**config.mk**
```make
export PLATFORM = sky130hd
export DESIGN_NAME = dff_to_sr_bank_flat
export DESIGN_NICKNAME = d
export VERILOG_FILES = /design/src/rtl/dff_to_sr_pkg.sv /design/src/rtl/dff_to_sr_bank_if.sv /design/src/rtl/d2sr_bit_cell.sv /design/src/rtl/dff_to_sr_bank.sv /design/src/flat_wrapper.sv
export SDC_FILE = /design/constraint.sdc
export NUM_CORES = 1
export LEC_CHECK = 0
export CAP_MARGIN = 10
export CORE_MARGIN = 8
export CORE_UTILIZATION = 45
export CTS_CLUSTER_SIZE = 8
export DETAILED_ROUTE_END_ITERATION = 7
export PLACE_DENSITY = 0.78
export SYNTH_ARGS = -nofsm -noshare
export SYNTH_HDL_FRONTEND = slang
export SYNTH_SLANG_ARGS = --single-unit
```
**constraint.sdc**
```tcl
create_clock -name clk -period 1.6 [get_ports clk]
set_clock_uncertainty 0.05 [all_clocks]
set_input_delay 0.24 -clock clk [delete_from_list [all_inputs] [get_ports clk]]
set_output_delay 0.24 -clock clk [all_outputs]
set_load 0.01 [all_outputs]
```
**src/rtl/dff_to_sr_pkg.sv**
```systemverilog
// Shared types and default widths for the D-to-SR storage bank.
package dff_to_sr_pkg;

  localparam int unsigned DEFAULT_WIDTH     = 8;
  localparam int unsigned DEFAULT_ERR_CNT_W = 8;
  localparam int unsigned MODE_W            = 2;

  typedef enum logic [MODE_W-1:0] {
    MODE_SR = 2'b00,
    MODE_JK = 2'b01,
    MODE_T  = 2'b10,
    MODE_D  = 2'b11
  } mode_e;

endpackage : dff_to_sr_pkg

```
**src/rtl/dff_to_sr_bank_if.sv**
```systemverilog
// Control/data bundle between a driver and the dff_to_sr_bank storage bank.
interface dff_to_sr_bank_if
  import dff_to_sr_pkg::*;
#(
  parameter int unsigned WIDTH     = DEFAULT_WIDTH,
  parameter int unsigned ERR_CNT_W = DEFAULT_ERR_CNT_W
);

  logic                 en;
  logic                 clr;
  logic [MODE_W-1:0]    mode;
  logic [WIDTH-1:0]     S;
  logic [WIDTH-1:0]     R;
  logic [WIDTH-1:0]     Q;
  logic [WIDTH-1:0]     Qb;
  logic                 illegal;
  logic [ERR_CNT_W-1:0] err_count;

  modport master (
    output en, clr, mode, S, R,
    input  Q, Qb, illegal, err_count
  );

  modport slave (
    input  en, clr, mode, S, R,
    output Q, Qb, illegal, err_count
  );

endinterface : dff_to_sr_bank_if

```
**src/rtl/d2sr_bit_cell.sv**
```systemverilog
// One storage bit: a D flop behind a next-state mux giving SR/JK/T/D behaviour.
// SR_SET_DOMINANT_EN: when defined, S=R=1 in SR mode sets the bit instead of holding.
module d2sr_bit_cell
  import dff_to_sr_pkg::*;
(
  input  logic  clk,
  input  logic  rst_n,
  input  logic  en,
  input  logic  clr,
  input  mode_e mode,
  input  logic  s,
  input  logic  r,
  output logic  q,
  output logic  illegal_hit_c
);

  logic q_q;
  logic q_d;

  // Next-state mux: clear beats enable, enable gates the mode behaviour.
  always_comb begin
    q_d           = q_q;
    illegal_hit_c = 1'b0;
    if (clr) begin
      q_d = 1'b0;
    end else if (en) begin
      unique case (mode)
        MODE_SR: begin
          unique case ({s, r})
            2'b10:   q_d = 1'b1;
            2'b01:   q_d = 1'b0;
            2'b11: begin
              illegal_hit_c = 1'b1;
`ifdef SR_SET_DOMINANT_EN
              q_d = 1'b1;
`else
              q_d = q_q;
`endif
            end
            default: q_d = q_q;
          endcase
        end
        MODE_JK: begin
          unique case ({s, r})
            2'b10:   q_d = 1'b1;
            2'b01:   q_d = 1'b0;
            2'b11:   q_d = ~q_q;
            default: q_d = q_q;
          endcase
        end
        MODE_T:  q_d = s ? ~q_q : q_q;
        MODE_D:  q_d = s;
        default: q_d = q_q;
      endcase
    end
  end

  // Storage flop.
  always_ff @(posedge clk or negedge rst_n) begin
    if (!rst_n) begin
      q_q <= 1'b0;
    end else begin
      q_q <= q_d;
    end
  end

  assign q = q_q;

endmodule : d2sr_bit_cell

```
**src/rtl/dff_to_sr_bank.sv**
```systemverilog
// Bank of D flops presented as SR/JK/T/D storage with illegal-input flag
// and a saturating illegal-edge counter.
// SR_SET_DOMINANT_EN: when defined, S=R=1 in SR mode sets the bit (see d2sr_bit_cell).
module dff_to_sr_bank
  import dff_to_sr_pkg::*;
#(
  parameter int unsigned WIDTH     = DEFAULT_WIDTH,
  parameter int unsigned ERR_CNT_W = DEFAULT_ERR_CNT_W
)(
  input  logic              clk,
  input  logic              rst_n,
  dff_to_sr_bank_if.slave   bus
);

  localparam logic [ERR_CNT_W-1:0] CNT_MAX = '1;

  mode_e                mode;
  logic [WIDTH-1:0]     q_w;
  logic [WIDTH-1:0]     hit_w;
  logic                 any_hit_c;
  logic                 illegal_q;
  logic                 illegal_d;
  logic [ERR_CNT_W-1:0] err_count_q;
  logic [ERR_CNT_W-1:0] err_count_d;

  assign mode = mode_e'(bus.mode);

  // One cell per storage bit.
  for (genvar i = 0; i < int'(WIDTH); i++) begin : g_bit
    d2sr_bit_cell u_cell (
      .clk           (clk),
      .rst_n         (rst_n),
      .en            (bus.en),
      .clr           (bus.clr),
      .mode          (mode),
      .s             (bus.S[i]),
      .r             (bus.R[i]),
      .q             (q_w[i]),
      .illegal_hit_c (hit_w[i])
    );
  end

  // Cells only report hits on enabled, non-cleared SR edges.
  assign any_hit_c = |hit_w;

  // Flag and counter next state: clear wins, otherwise count each illegal edge once.
  always_comb begin
    illegal_d   = 1'b0;
    err_count_d = err_count_q;
    if (bus.clr) begin
      err_count_d = '0;
    end else if (any_hit_c) begin
      illegal_d = 1'b1;
      if (err_count_q != CNT_MAX) begin
        err_count_d = err_count_q + ERR_CNT_W'(1);
      end
    end
  end

  // Flag and counter registers.
  always_ff @(posedge clk or negedge rst_n) begin
    if (!rst_n) begin
      illegal_q   <= 1'b0;
      err_count_q <= '0;
    end else begin
      illegal_q   <= illegal_d;
      err_count_q <= err_count_d;
    end
  end

  assign bus.Q         = q_w;
  assign bus.Qb        = ~q_w;
  assign bus.illegal   = illegal_q;
  assign bus.err_count = err_count_q;

endmodule : dff_to_sr_bank

```
**src/flat_wrapper.sv**
```systemverilog
// flat-port wrapper written by rule: the top's interface ports become plain ports
module dff_to_sr_bank_flat import dff_to_sr_pkg::*;
#(
  parameter int unsigned WIDTH     = DEFAULT_WIDTH,
  parameter int unsigned ERR_CNT_W = DEFAULT_ERR_CNT_W
)
  (clk, rst_n, bus_en, bus_clr, bus_mode, bus_S, bus_R, bus_Q, bus_Qb, bus_illegal, bus_err_count);
  dff_to_sr_bank_if #(.WIDTH(WIDTH), .ERR_CNT_W(ERR_CNT_W)) bus_i ();
  input  logic clk;
  input  logic rst_n;
  input wire logic [$bits(bus_i.en)-1:0] bus_en;
  input wire logic [$bits(bus_i.clr)-1:0] bus_clr;
  input wire logic [$bits(bus_i.mode)-1:0] bus_mode;
  input wire logic [$bits(bus_i.S)-1:0] bus_S;
  input wire logic [$bits(bus_i.R)-1:0] bus_R;
  output wire logic [$bits(bus_i.Q)-1:0] bus_Q;
  output wire logic [$bits(bus_i.Qb)-1:0] bus_Qb;
  output wire logic [$bits(bus_i.illegal)-1:0] bus_illegal;
  output wire logic [$bits(bus_i.err_count)-1:0] bus_err_count;
  assign bus_i.en = bus_en;
  assign bus_i.clr = bus_clr;
  assign bus_i.mode = bus_mode;
  assign bus_i.S = bus_S;
  assign bus_i.R = bus_R;
  assign bus_Q = bus_i.Q;
  assign bus_Qb = bus_i.Qb;
  assign bus_illegal = bus_i.illegal;
  assign bus_err_count = bus_i.err_count;
  dff_to_sr_bank #(.WIDTH(WIDTH), .ERR_CNT_W(ERR_CNT_W)) u_core (.clk(clk), .rst_n(rst_n), .bus(bus_i));
endmodule
```
## Word-level counts from Yosys, hierarchy flattened

Cells that the tools add are included.

- Input port bits: 22
- Output and inout port bits: 25
- Bits in registers: 17

- Bitwise gates (word level): 9
- Reduce and logical (&&, ||, !) cells: 14
- Mux-type cells: 85
- $add $sub $neg: 1
- Equality and inequality tests: 52

Operators with widths:

| operator | count |
|---|---|
| $mux 1 | 58 |
| $ne 5x5->1 const B | 8 |
| $eq 2x2->1 const B | 18 |
| $ne 4x4->1 const B | 8 |
| $pmux 1 s4 | 8 |
| $reduce_and 4->1 | 8 |
| $mux 8 | 3 |
| $ne 3x3->1 const B | 8 |
| $pmux 1 s3 | 8 |
| $eq 2x1->1 const B | 9 |
| $pmux 1 s2 | 8 |
| $add 8x1->8 const B | 1 |
| $ne 8x8->1 const B | 1 |
| $not 1->1 | 8 |
| $not 8->8 | 1 |
| $reduce_or 8->1 | 1 |
| $reduce_bool 2->1 | 3 |
| $logic_not 2->1 | 1 |
| $reduce_and 2->1 | 1 |

## Logic depth before layout (Yosys ltp)

Gate-level depths: netlist of run 1.

- Depth after elaboration: 8
- Depth in mapped cells: 7
- Mapped depth without buffers: 6

## By module

Synthesis of run 1 repeated with hierarchy kept, for this count alone.

- Cells, all modules: 223
- Area, all modules: 1914.3 um^2

By module, submodules not included:

| module | cells an instance | times used | area each (um^2) | seq. area each (um^2) |
|---|---|---|---|---|
| d2sr_bit_cell | 21 | 8 | 173.9 | 25.0 |
| dff_to_sr_bank | 55 | 1 | 523.0 | 225.2 |

## Least setup slack after synthesis of run 1

No wires, ideal clock.

- Path kind: input-to-reg
- From: input bus_R[1]
- To: register u_core.err_count_q[1], in the netlist u_core.bus.err_count[1]
- Arrival: 1.590 ns
- Setup slack: -0.177 ns
- Buffers on the path: 1
- Stages on the path: 7
- Library setup time: 0.137 ns
- Cell sequence: ha_1 or4_4 o2111ai_4 buf_8 inv_2 nand3b_1 a21oi_2

- Word-level cells in the longest chain between the ends: 8

RTL lines:

| element | RTL line | text |
|---|---|---|
| start, declared | flat_wrapper.sv:15 | `input wire logic [$bits(bus_i.R)-1:0] bus_R;` |
| $eq 2x2->1 | d2sr_bit_cell.sv:29 | `unique case ({s, r})` |
| $mux 1 | d2sr_bit_cell.sv:29 |  |
| $mux 1 | d2sr_bit_cell.sv:27 | `unique case (mode)` |
| $mux 1 | d2sr_bit_cell.sv:26 | `end else if (en) begin` |
| $mux 1 | d2sr_bit_cell.sv:24 | `if (clr) begin` |
| $reduce_or 8->1 | dff_to_sr_bank.sv:44 | `assign any_hit_c = \|hit_w;` |
| $reduce_bool 2->1 (no line) | n/a |  |
| $reduce_and 2->1 (no line) | n/a |  |
| end signal, assigned | dff_to_sr_bank.sv:67 | `err_count_q <= err_count_d;` |
| end, declared | dff_to_sr_bank.sv:23 | `logic [ERR_CNT_W-1:0] err_count_q;` |

Every way passes these cells.
A chain may end at the register's enable or synchronous reset.

## Final worst setup path of run 1

- From: input bus_R[2]
- To: register u_core.err_count_q[4], in the netlist u_core.bus.err_count[4]

Same word-level chain as after synthesis.

==> run metrics, run 1 <==
Placed Instance Area=between 2000 and 3000 sq um; global placement routability congestion=0.813; clk slew on worst S/H paths=0.08 ns; fin. max-slew vios=0; Root Buffer=clkbuf_8; Fin. Hold Viols=0; vias in the first global route=approximately 1900; FFs w/ async S/R, synth=1.00; initial antenna violation count=0; Clock Latency Late Sink=around 0.26 ns; dpl ws=-0.664 ns; DPL Wire Length=around 3.9 mm; # DRC=0; Slowest cell on crit path=or4_4; Setup WS post-layout=around 0.0027 ns; PD cells=roughly 450 nW/um^2; final core area utilization=0.751; Nets=approximately 340; Die W=roughly 80 um; RSZ-0062 raised after global routing=yes; share of the synthesized area in the top cell type=0.235; part of the cycle the worst path needs=0.998; H-tree depth=1; CTS sink cnt=17; Slew @ Worst Pin=0.466 ns; Syn Area/Cell=9.08 sq um; Post-synth EDFFs=0; row count=23; drt first pass iters=4; number of inserted diodes=0; layout filler cell count=approximately 280; maximum clock rate=roughly 630 MHz; starting density of the core=0.458; Area Overhead vs Synth=63.9%; cell count after synthesis=199; Synth Warn #=0; detailed-route wire length per cell=16.0 um; 1st-iter DRT viols=102; Top FF cell, synth=dfrtp_1; register area share after synthesis=0.235; die height=79.4 um; I/O pins=47; IO buf count=46; critical path capture point type=flip-flop; Clock Tree Buf Depth=2; core box area=~3900 sq um; global-route wire length before repair=roughly 9 mm; die area=about 6300 sq um; global route overflow=0; area leader, netlist=dfrtp_1; pin count of the biggest net entering global routing=21; max cap viols=0; syn nets=246; global router's overall resource usage=0.173; total power=~1.3 mW; CTS buffer count=3; Final setup viols=0; Final Cell Area=a little under 3000 sq um; minimum clock period=~1.6 ns; outcome=completed; CP peak stage delay=0.54 ns; LEAKAGE=1.44 nW; relative slew slack=0.685; #FFs+latches synth=17; TritonCTS clock tree=done; Vias per Instance=between 5 and 6; Setup TNS=0 ns; Arr. time, crit path=around 1.7 ns; Startpoint Class=primary input; top cells by area, synth=dfrtp_1 (24%), ha_1 (17%), inv_1 (5.8%); synth unique cells=47; WP data required=1.70 ns; crit path max fanout=8; Peak supply drop=0.000335 V; via count=1904; Crit Path Category=in -> reg; synthesized area=about 1800 sq um; ANT nets after route=0; Hold/Removal Path Class=in -> async; worst path cell trace=buf_8 > ha_4 > or4_4 > o2111ai_4 > buf_12 > o311ai_2 > o41ai_2; layout cell share with drive strength beyond 1=0.424; final WL=between 5 and 6 mm
==> synth_stat cells, drive strengths merged (5+ instances only) <==
cell type  instances
o41ai              7
a211oi             5
inv               29
nor2b              7
buf               16
nand2b             7
or4                5
dfrtp             17
a21oi             17
a311oi             5
o21ai              7
ha                25
==> kinds of logic (layout without fill, tap and decap cells) <==
kind of cell	Yosys count	count (layout)	synth area share
multiplexers	2	2	0.0111
buffers and inverters	46	142	0.130
AND/OR/NAND/NOR	39	39	0.145
adder cells (fa/ha/maj)	25	25	0.173
AO/OA/AOI/OAI	70	70	0.305
flip-flops	17	17	0.235
==> layer usage <==
metal,part of all wire,global-route usage,wire [um],vias to the layer above
met5,0,0,0,-
li1,-,-,-,931
met4,0.011,0.0352,59,0
met2,0.52,0.316,2870,58
met3,0.057,0.0327,311,6
met1,0.41,0.202,2260,909
==> report_power, final <==
group,leakage (nW),switching (mW),internal (mW),total [mW]
logic,1.19,0.246,0.285,0.531
clock network,0.0255,0.170,0.173,0.343
registers,0.229,0.0190,0.449,0.468
total,1.44,0.435,0.907,1.34
==> state kept, by name (all words and copies together), names as in the netlist <==
name	cells
u_core.bus.err_count	8
u_core.bus.illegal	1
u_core.g_bit.u_cell.q	8
==> layout by cell type, fill, tap and decap left out, drive strengths merged, types with 7 or more instances in the layout <==
master / n
buf: 79
inv: 28
ha: 25
dfrtp: 17
a21oi: 17
clkdlybuf4s50: 14
dlygate4sd2: 8
nor2b: 7
dlymetal6s2s: 7
nand2b: 7
o41ai: 7
o21ai: 7
==> worst max-delay path, delay by kind of cell <==
kind            cells  cell delay (ns)
buf+inv             2             0.27
compound gates      3             0.49
fa+ha+maj           1             0.15
simple gates        1             0.54
==> metrics by stage <==
stage	hold WS, ns	instances
after floorplan	-0.106	199
after global placement	0.515	333
after detailed placement	0.531	333
after CTS	0.275	342
after global routing	0.301	345
final	0.267	345
==> final timing paths <==
kind	end	slack [ns]	cells after the start	from
setup / recovery	u_core.bus.err_count[4]	0.003	7	bus_R[2]
hold / removal	u_core.g_bit[7].u_cell.q	0.27	2	rst_n
setup reg to reg	u_core.bus.err_count[7]	0.06	5	u_core.bus.err_count[0]
hold reg to reg	u_core.g_bit[5].u_cell.q	0.54	2	u_core.g_bit[5].u_cell.q
max in group asynchronous	u_core.bus.err_count[3]	1.01	2	rst_n
min in group clk	u_core.bus.err_count[1]	0.36	3	bus_clr
==> repair_timing <==
action / CTS / global route
setup buffers: 4 / 4
hold buffers: 0 / 0
pin swaps: 15 / 9
gates resized for setup: 98 / 32
endpoints found under the setup margin: 20 / 13
cloned: 1 / 0
==> cell type report <==
type / count / area (sq um) / share of cell area
Clock inverter: 1 / 5.00 / 0.00169
Timing Repair Buffer: 109 / 957 / 0.323
Sequential cell: 17 / 427 / 0.144
Inverter: 29 / 114 / 0.0385
Clock buffer: 3 / 41.3 / 0.0139
Tap cell: 50 / 62.6 / 0.0211
Multi-Input combinational cell: 136 / 1350 / 0.457
Power figures use the tool's default switching activity.
==> inputs of run 2 (changes only) <==
- MAX_ROUTING_LAYER: not set -> met4
- PLACE_DENSITY: 0.78 -> 0.77
- SYNTH_HIERARCHICAL: not set -> 1
==> run metrics, run 2 <==
Hold/Removal Path Class=in -> async (unchanged); Clock Latency Late Sink=0.26 ns (about the same); share of the synthesized area in the top cell type=0.222 (was 0.235); Area Overhead vs Synth=76.2% (was 63.9%); maximum clock rate=593 MHz (was 626 MHz); placed insts=372 (was 333); hold-fix buffer count after cts=0 (unchanged); drt first pass iters=4 (unchanged); Arr. time, crit path=1.82 ns (was 1.70 ns); CTS buffer count=3 (unchanged); global placement routability congestion=0.842 (was 0.813); Nets=391 (was 343); via count=2254 (was 1904); Synth top cells by count=ha_1 (25), inv_1 (25), nand2_1 (19), dfrtp_1 (17), nor4_1 (16) (was inv_1 (28), ha_1 (25), dfrtp_1 (17), a21oi_1 (14), buf_4 (8)); H-tree depth=1 (unchanged); Startpoint Class=primary input (unchanged); Peak supply drop=0.000256 V (was 0.000335 V); wire length on met2=3.61 mm (was 2.87 mm); Syn Area/Cell=8.58 sq um (was 9.08 sq um); Setup TNS=-0.169 ns (was 0 ns); row count=23 (unchanged); Root Buffer=clkbuf_8 (unchanged); global router's overall resource usage=0.205 (was 0.173); setup slack, reg-to-reg=-0.04 ns (was 0.06 ns); Post-synth EDFFs=0 (unchanged); I/O pins=47 (unchanged); WL met1=2.67 mm (was 2.26 mm); Setup WS post-layout=-0.0873 ns (was 0.00269 ns); failing checks=negative setup slack; initial antenna violation count=0 (unchanged); Fin. Hold Viols=0 (unchanged); synthesized area=1910 sq um (was 1810 sq um); Clock Tree Buf Depth=2 (unchanged); IO buf count=46 (unchanged); die area=6600 sq um (was 6300 sq um); DR top layer=met4 (unchanged); WP data required=1.73 ns (was 1.70 ns); vias in the first global route=2316 (was 1939); global-route wire length before repair=10.6 mm (was 8.97 mm); PD cells=446 nW/um^2 (was 453 nW/um^2); global route overflow=0 (unchanged); CTS sink cnt=17 (unchanged); Final setup viols=6 (was 0); Vias per Instance=5.74 (was 5.52); final WL=6.94 mm (was 5.50 mm); TritonCTS clock tree=done (unchanged); LEAKAGE=1.60 nW (was 1.44 nW); top cells by area, synth=dfrtp_1 (22%), ha_1 (16%), nor4b_2 (6.3%) (was dfrtp_1 (24%), ha_1 (17%), inv_1 (5.8%)); minimum clock period=1.69 ns (was 1.60 ns); DPL Wire Length=4.19 mm (was 3.91 mm); max cap viols=0 (unchanged); outcome=complete, but fails checks (was completed); Die W=81.2 um (was 79.4 um); Slew @ Worst Pin=0.359 ns (was 0.466 ns); most common cell after layout, fill and taps aside=buf_4 (unchanged); final core area utilization=0.831 (was 0.751); Hold Slack=0.257 ns (was 0.267 ns); area leader, netlist=dfrtp_1 (unchanged); part of the cycle the worst path needs=1.05 (was 0.998); Synth Warn #=6 (was 0); critical path capture point type=flip-flop (unchanged); # DRC=0 (unchanged); ANT nets after route=0 (unchanged); fin. max-slew vios=0 (unchanged); starting density of the core=0.472 (was 0.458); layout cell share with drive strength beyond 1=0.437 (was 0.424); #FFs+latches synth=17 (unchanged); Placed Instance Area=2980 sq um (was 2690 sq um); pin count of the biggest net entering global routing=29 (was 21); FFs w/ async S/R, synth=1.00 (unchanged); number of inserted diodes=0 (unchanged); register area share after synthesis=0.222 (was 0.235); most frequent cells in the layout=buf_4 (62), inv_1 (25), ha_1 (17), buf_2 (16), clkdlybuf4s50_1 (16) (was buf_4 (60), inv_1 (27), ha_1 (16), dfrtp_1 (16), clkdlybuf4s50_1 (14)); WL met3=396 um (was 311 um); RSZ-0062 raised after global routing=yes (unchanged); clk slew on worst S/H paths=0.08 ns (about the same); crit path max fanout=8 (unchanged); synth unique cells=29 (was 47); relative slew slack=0.757 (was 0.685); dpl ws=-0.743 ns (was -0.664 ns); total power=1.50 mW (was 1.34 mW); 1st-iter DRT viols=192 (was 102); fin cells=393 (was 345); die height=81.2 um (was 79.4 um); core box area=4060 sq um (was 3940 sq um); Final Cell Area=3370 sq um (was 2960 sq um); layout filler cell count=219 (was 283); Top FF cell, synth=dfrtp_1 (unchanged); detailed-route wire length per cell=17.7 um (was 16.0 um); syn nets=270 (was 246); cell count after synthesis=223 (was 199); Crit Path Category=in -> reg (unchanged)
run 2: worst max-delay path: stages:
cell and delay (ns):
buf_8 0.11, clkbuf_16 0.15, nor4_4 0.35, nor4_4 0.11
o2bb2ai_4 0.18, or4_1 0.50, a21oi_1 0.18
run 2: cell families (layout without fill, tap and decap cells):
kind of cell,count (synthesis),in the layout,share of synthesized area
buffers and inverters,27,147,0.0569
AOI/OAI and AO/OA,45,45,0.158
and+or+nand+nor,106,106,0.384
DFF,17,17,0.222
adders and majority gates,25,25,0.163
muxes,2,2,0.0105
xor gates and xnor gates,1,1,0.00458
run 2: area by class of cell:
cell class / count / area (sq um) / area share
multi-input cells: 179 / 1700 / 0.503
repair buffers: 118 / 1040 / 0.310
flip-flops and latches: 17 / 429 / 0.127
inverters: 25 / 93.8 / 0.0278
well taps: 50 / 62.6 / 0.0185
clock buffers: 3 / 41.3 / 0.0122
clock inverters: 1 / 5.00 / 0.00148
run 2: path summary, 6_finish.rpt:
path                                             to  cells after the start                startpoint
max                         u_core/bus.err_count[5]                      7               bus_mode[1]
min                         u_core/bus.err_count[6]                      2                     rst_n
max reg2reg                 u_core/bus.err_count[5]                      5   u_core/bus.err_count[0]
min reg2reg                u_core/g_bit[3].u_cell/q                      2  u_core/g_bit[3].u_cell/q
max in group asynchronous  u_core/g_bit[2].u_cell/q                      2                     rst_n
min in group clk           u_core/g_bit[5].u_cell/q                      4                   bus_clr
run 2: per-layer routing:
metal,up-vias,track usage
met2,103,0.353
met3,29,0.0298
met5,-,-
met4,0,0.0946
li1,1054,-
met1,1068,0.228
run 2: power by group:
part           internal [mW]  switching (mW)
combinational          0.360           0.318
clock                  0.174           0.177
sequential             0.451          0.0244
run 2: timing repair:
| item | 4_1_cts | 5_1_grt |
|---|---|---|
| gates cloned | 0 | 1 |
| buffers inserted | 9 | 8 |
| gates resized for setup | 104 | 31 |
| endpoints found under the hold margin | 0 | 0 |
| pin swaps | 30 | 22 |
| setup endpoints to repair | 17 | 25 |
==> inputs of run 3 (changes only) <==
==> constraint.sdc (replaced) <==
create_clock -name clk -period 1.6 [get_ports clk]
set_clock_uncertainty 0.05 [all_clocks]
set_input_delay 0.32 -clock clk [delete_from_list [all_inputs] [get_ports clk]]
set_output_delay 0.32 -clock clk [all_outputs]
set_load 0.01 [all_outputs]
==> run metrics, run 3 (synthesis gave the netlist of run 2 again) <==
Slowest cell on crit path=or4_4 (was or4_1); worst path cell trace=buf_2 > ha_4 > nand2_2 > nor4_4 > nor4_4 > o2bb2ai_4 > or4_4 > a21oi_2 (was buf_8 > clkbuf_16 > nor4_4 > nor4_4 > o2bb2ai_4 > or4_1 > a21oi_1); ANT nets after route=0 (unchanged); most frequent cells in the layout=buf_4 (59), inv_1 (25), dlygate4sd2_1 (17), ha_1 (17), dfrtp_1 (16) (was buf_4 (62), inv_1 (25), ha_1 (17), buf_2 (16), clkdlybuf4s50_1 (16)); relative slew slack=0.711 (was 0.757); most common cell after layout, fill and taps aside=buf_4 (unchanged); number of inserted diodes=0 (unchanged); IO buf count=46 (unchanged); part of the cycle the worst path needs=1.07 (was 1.05); RSZ-0062 raised after global routing=yes (unchanged); Die W=81.2 um (unchanged); fin. max-slew vios=0 (unchanged); PD cells=446 nW/um^2 (about the same); hold-fix buffer count after cts=0 (unchanged); final core area utilization=0.863 (was 0.831); DPL Wire Length=3.97 mm (was 4.19 mm); global-route wire length before repair=11.3 mm (was 10.6 mm); 1st-iter DRT viols=398 (was 192); global placement routability congestion=0.783 (was 0.842); Clock Latency Late Sink=0.27 ns (was 0.26 ns); die area=6600 sq um (unchanged); starting density of the core=0.472 (unchanged); Peak supply drop=0.000334 V (was 0.000256 V); I/O pins=47 (unchanged); max cap viols=0 (unchanged); maximum clock rate=583 MHz (was 593 MHz); Setup TNS=-0.512 ns (was -0.169 ns); final WL=7.73 mm (was 6.94 mm); drt first pass iters=5 (was 4); outcome=complete, but fails checks (unchanged); Setup WS post-layout=-0.115 ns (was -0.0873 ns); global route overflow=0 (unchanged); core box area=4060 sq um (unchanged); row count=23 (unchanged); Root Buffer=clkbuf_8 (unchanged); worst r2r path cells=5 (unchanged); Arr. time, crit path=1.86 ns (was 1.82 ns); H-tree depth=1 (unchanged); Clock Tree Buf Depth=2 (unchanged); Hold/Removal Path Class=in -> async (unchanged); Fin. Hold Viols=0 (unchanged); CP peak stage delay=0.49 ns (was 0.50 ns); minimum clock period=1.72 ns (was 1.69 ns); Area Overhead vs Synth=83.0% (was 76.2%); critical path capture point type=flip-flop (unchanged); layout cell share with drive strength beyond 1=0.443 (was 0.437); CTS buffer count=3 (unchanged); global router's overall resource usage=0.221 (was 0.205); vias in the first global route=2308 (was 2316); LEAKAGE=1.65 nW (was 1.60 nW); # DRC=0 (unchanged); failing checks=negative setup slack (unchanged); pin count of the biggest net entering global routing=43 (was 29); CP dominant cell by count=nor4_4 (unchanged); TritonCTS clock tree=done (unchanged); via count=2378 (was 2254); Startpoint Class=primary input (unchanged); setup slack, reg-to-reg=-0.05 ns (was -0.04 ns); WP data required=1.75 ns (was 1.73 ns); crit path max fanout=5 (was 8); Reg2Reg Capture Point=u_core/bus.err_count[5] (unchanged); Final setup viols=7 (was 6); initial antenna violation count=0 (unchanged); Slew @ Worst Pin=0.429 ns (was 0.359 ns); Nets=389 (was 391); clk slew on worst S/H paths=0.08 ns (about the same); CTS sink cnt=17 (unchanged); worst r2r src=u_core/bus.err_count[0] (unchanged); Crit Path Category=in -> reg (unchanged); die height=81.2 um (unchanged); Vias per Instance=6.08 (was 5.74); detailed-route wire length per cell=19.8 um (was 17.7 um)
-- run 3: cell count changes in the layout (fill, tap and decap cells not counted), moves of 3 or more --
cell / change
buf_2: -10
dlygate4sd2_1: +17
buf_16: +3
buf_4: -3
dlymetal6s2s_1: -4
buf_8: +3
clkdlybuf4s50_1: -13
buf_6: +4
-- run 3: through the flow --
step,hold WS [ns],instances,instance area (sq um),total power [mW],setup slack (ns)
6_report,0.333,391,3500,1.56,-0.115
5_1_grt,0.365,391,3500,1.63,-0.161
4_1_cts,0.356,389,3370,1.48,-0.0820
3_5_place_dp,0.525,368,3020,1.08,-0.758
3_3_place_gp,0.517,368,3020,1.06,-0.694
2_1_floorplan,-0.0256,223,2090,0.717,-0.0880
-- run 3: how the worst max path moves through the flow --
stage,start,endpoint,depth (start not counted)
2_1_floorplan,bus_S[3],u_core/bus.err_count[5],7
3_3_place_gp,bus_S[2],u_core/bus.err_count[5],8
3_5_place_dp,bus_S[2],u_core/bus.err_count[5],8
4_1_cts,bus_mode[1],u_core/bus.err_count[5],7
5_1_grt,bus_S[7],u_core/bus.err_count[5],8
6_report,bus_S[7],u_core/bus.err_count[5],8
-- run 3: layout make-up --
type | count | area (sq um)
Clock buffer | 3 | 41.3
Multi-Input combinational cell | 180 | 1770
Inverter | 25 | 93.8
Tap cell | 50 | 62.6
Sequential cell | 17 | 427
Clock inverter | 1 | 5.00
Fill cell | 187 | 554
Timing Repair Buffer | 115 | 1110
-- run 3: what timing repair did --
action / in CTS / in global routing
setup endpoints to repair: 37 / 20
resized for setup: 131 / 33
setup buffers: 13 / 2
pin swaps: 25 / 15
gates cloned: 4 / 0
-- run 3: critical path: cells and delay by family --
family	cells	cell delay [ns]
buffers and inverters	1	0.14
AOI/OAI and AO/OA	2	0.33
and+or+nand+nor	4	0.90
adders and majority gates	1	0.16
-- run 3: routing by layer --
metal	wire, um	GRT usage	vias up
met1	3020	0.256	1134
li1	-	-	1060
met4	299	0.113	0
met5	0	-	-
met3	620	0.0375	35
met2	3790	0.360	149
-- run 3: report_power, final --
part / internal (mW) / switching [mW]
combinational: 0.384 / 0.353
sequential: 0.450 / 0.0197
clock: 0.174 / 0.182
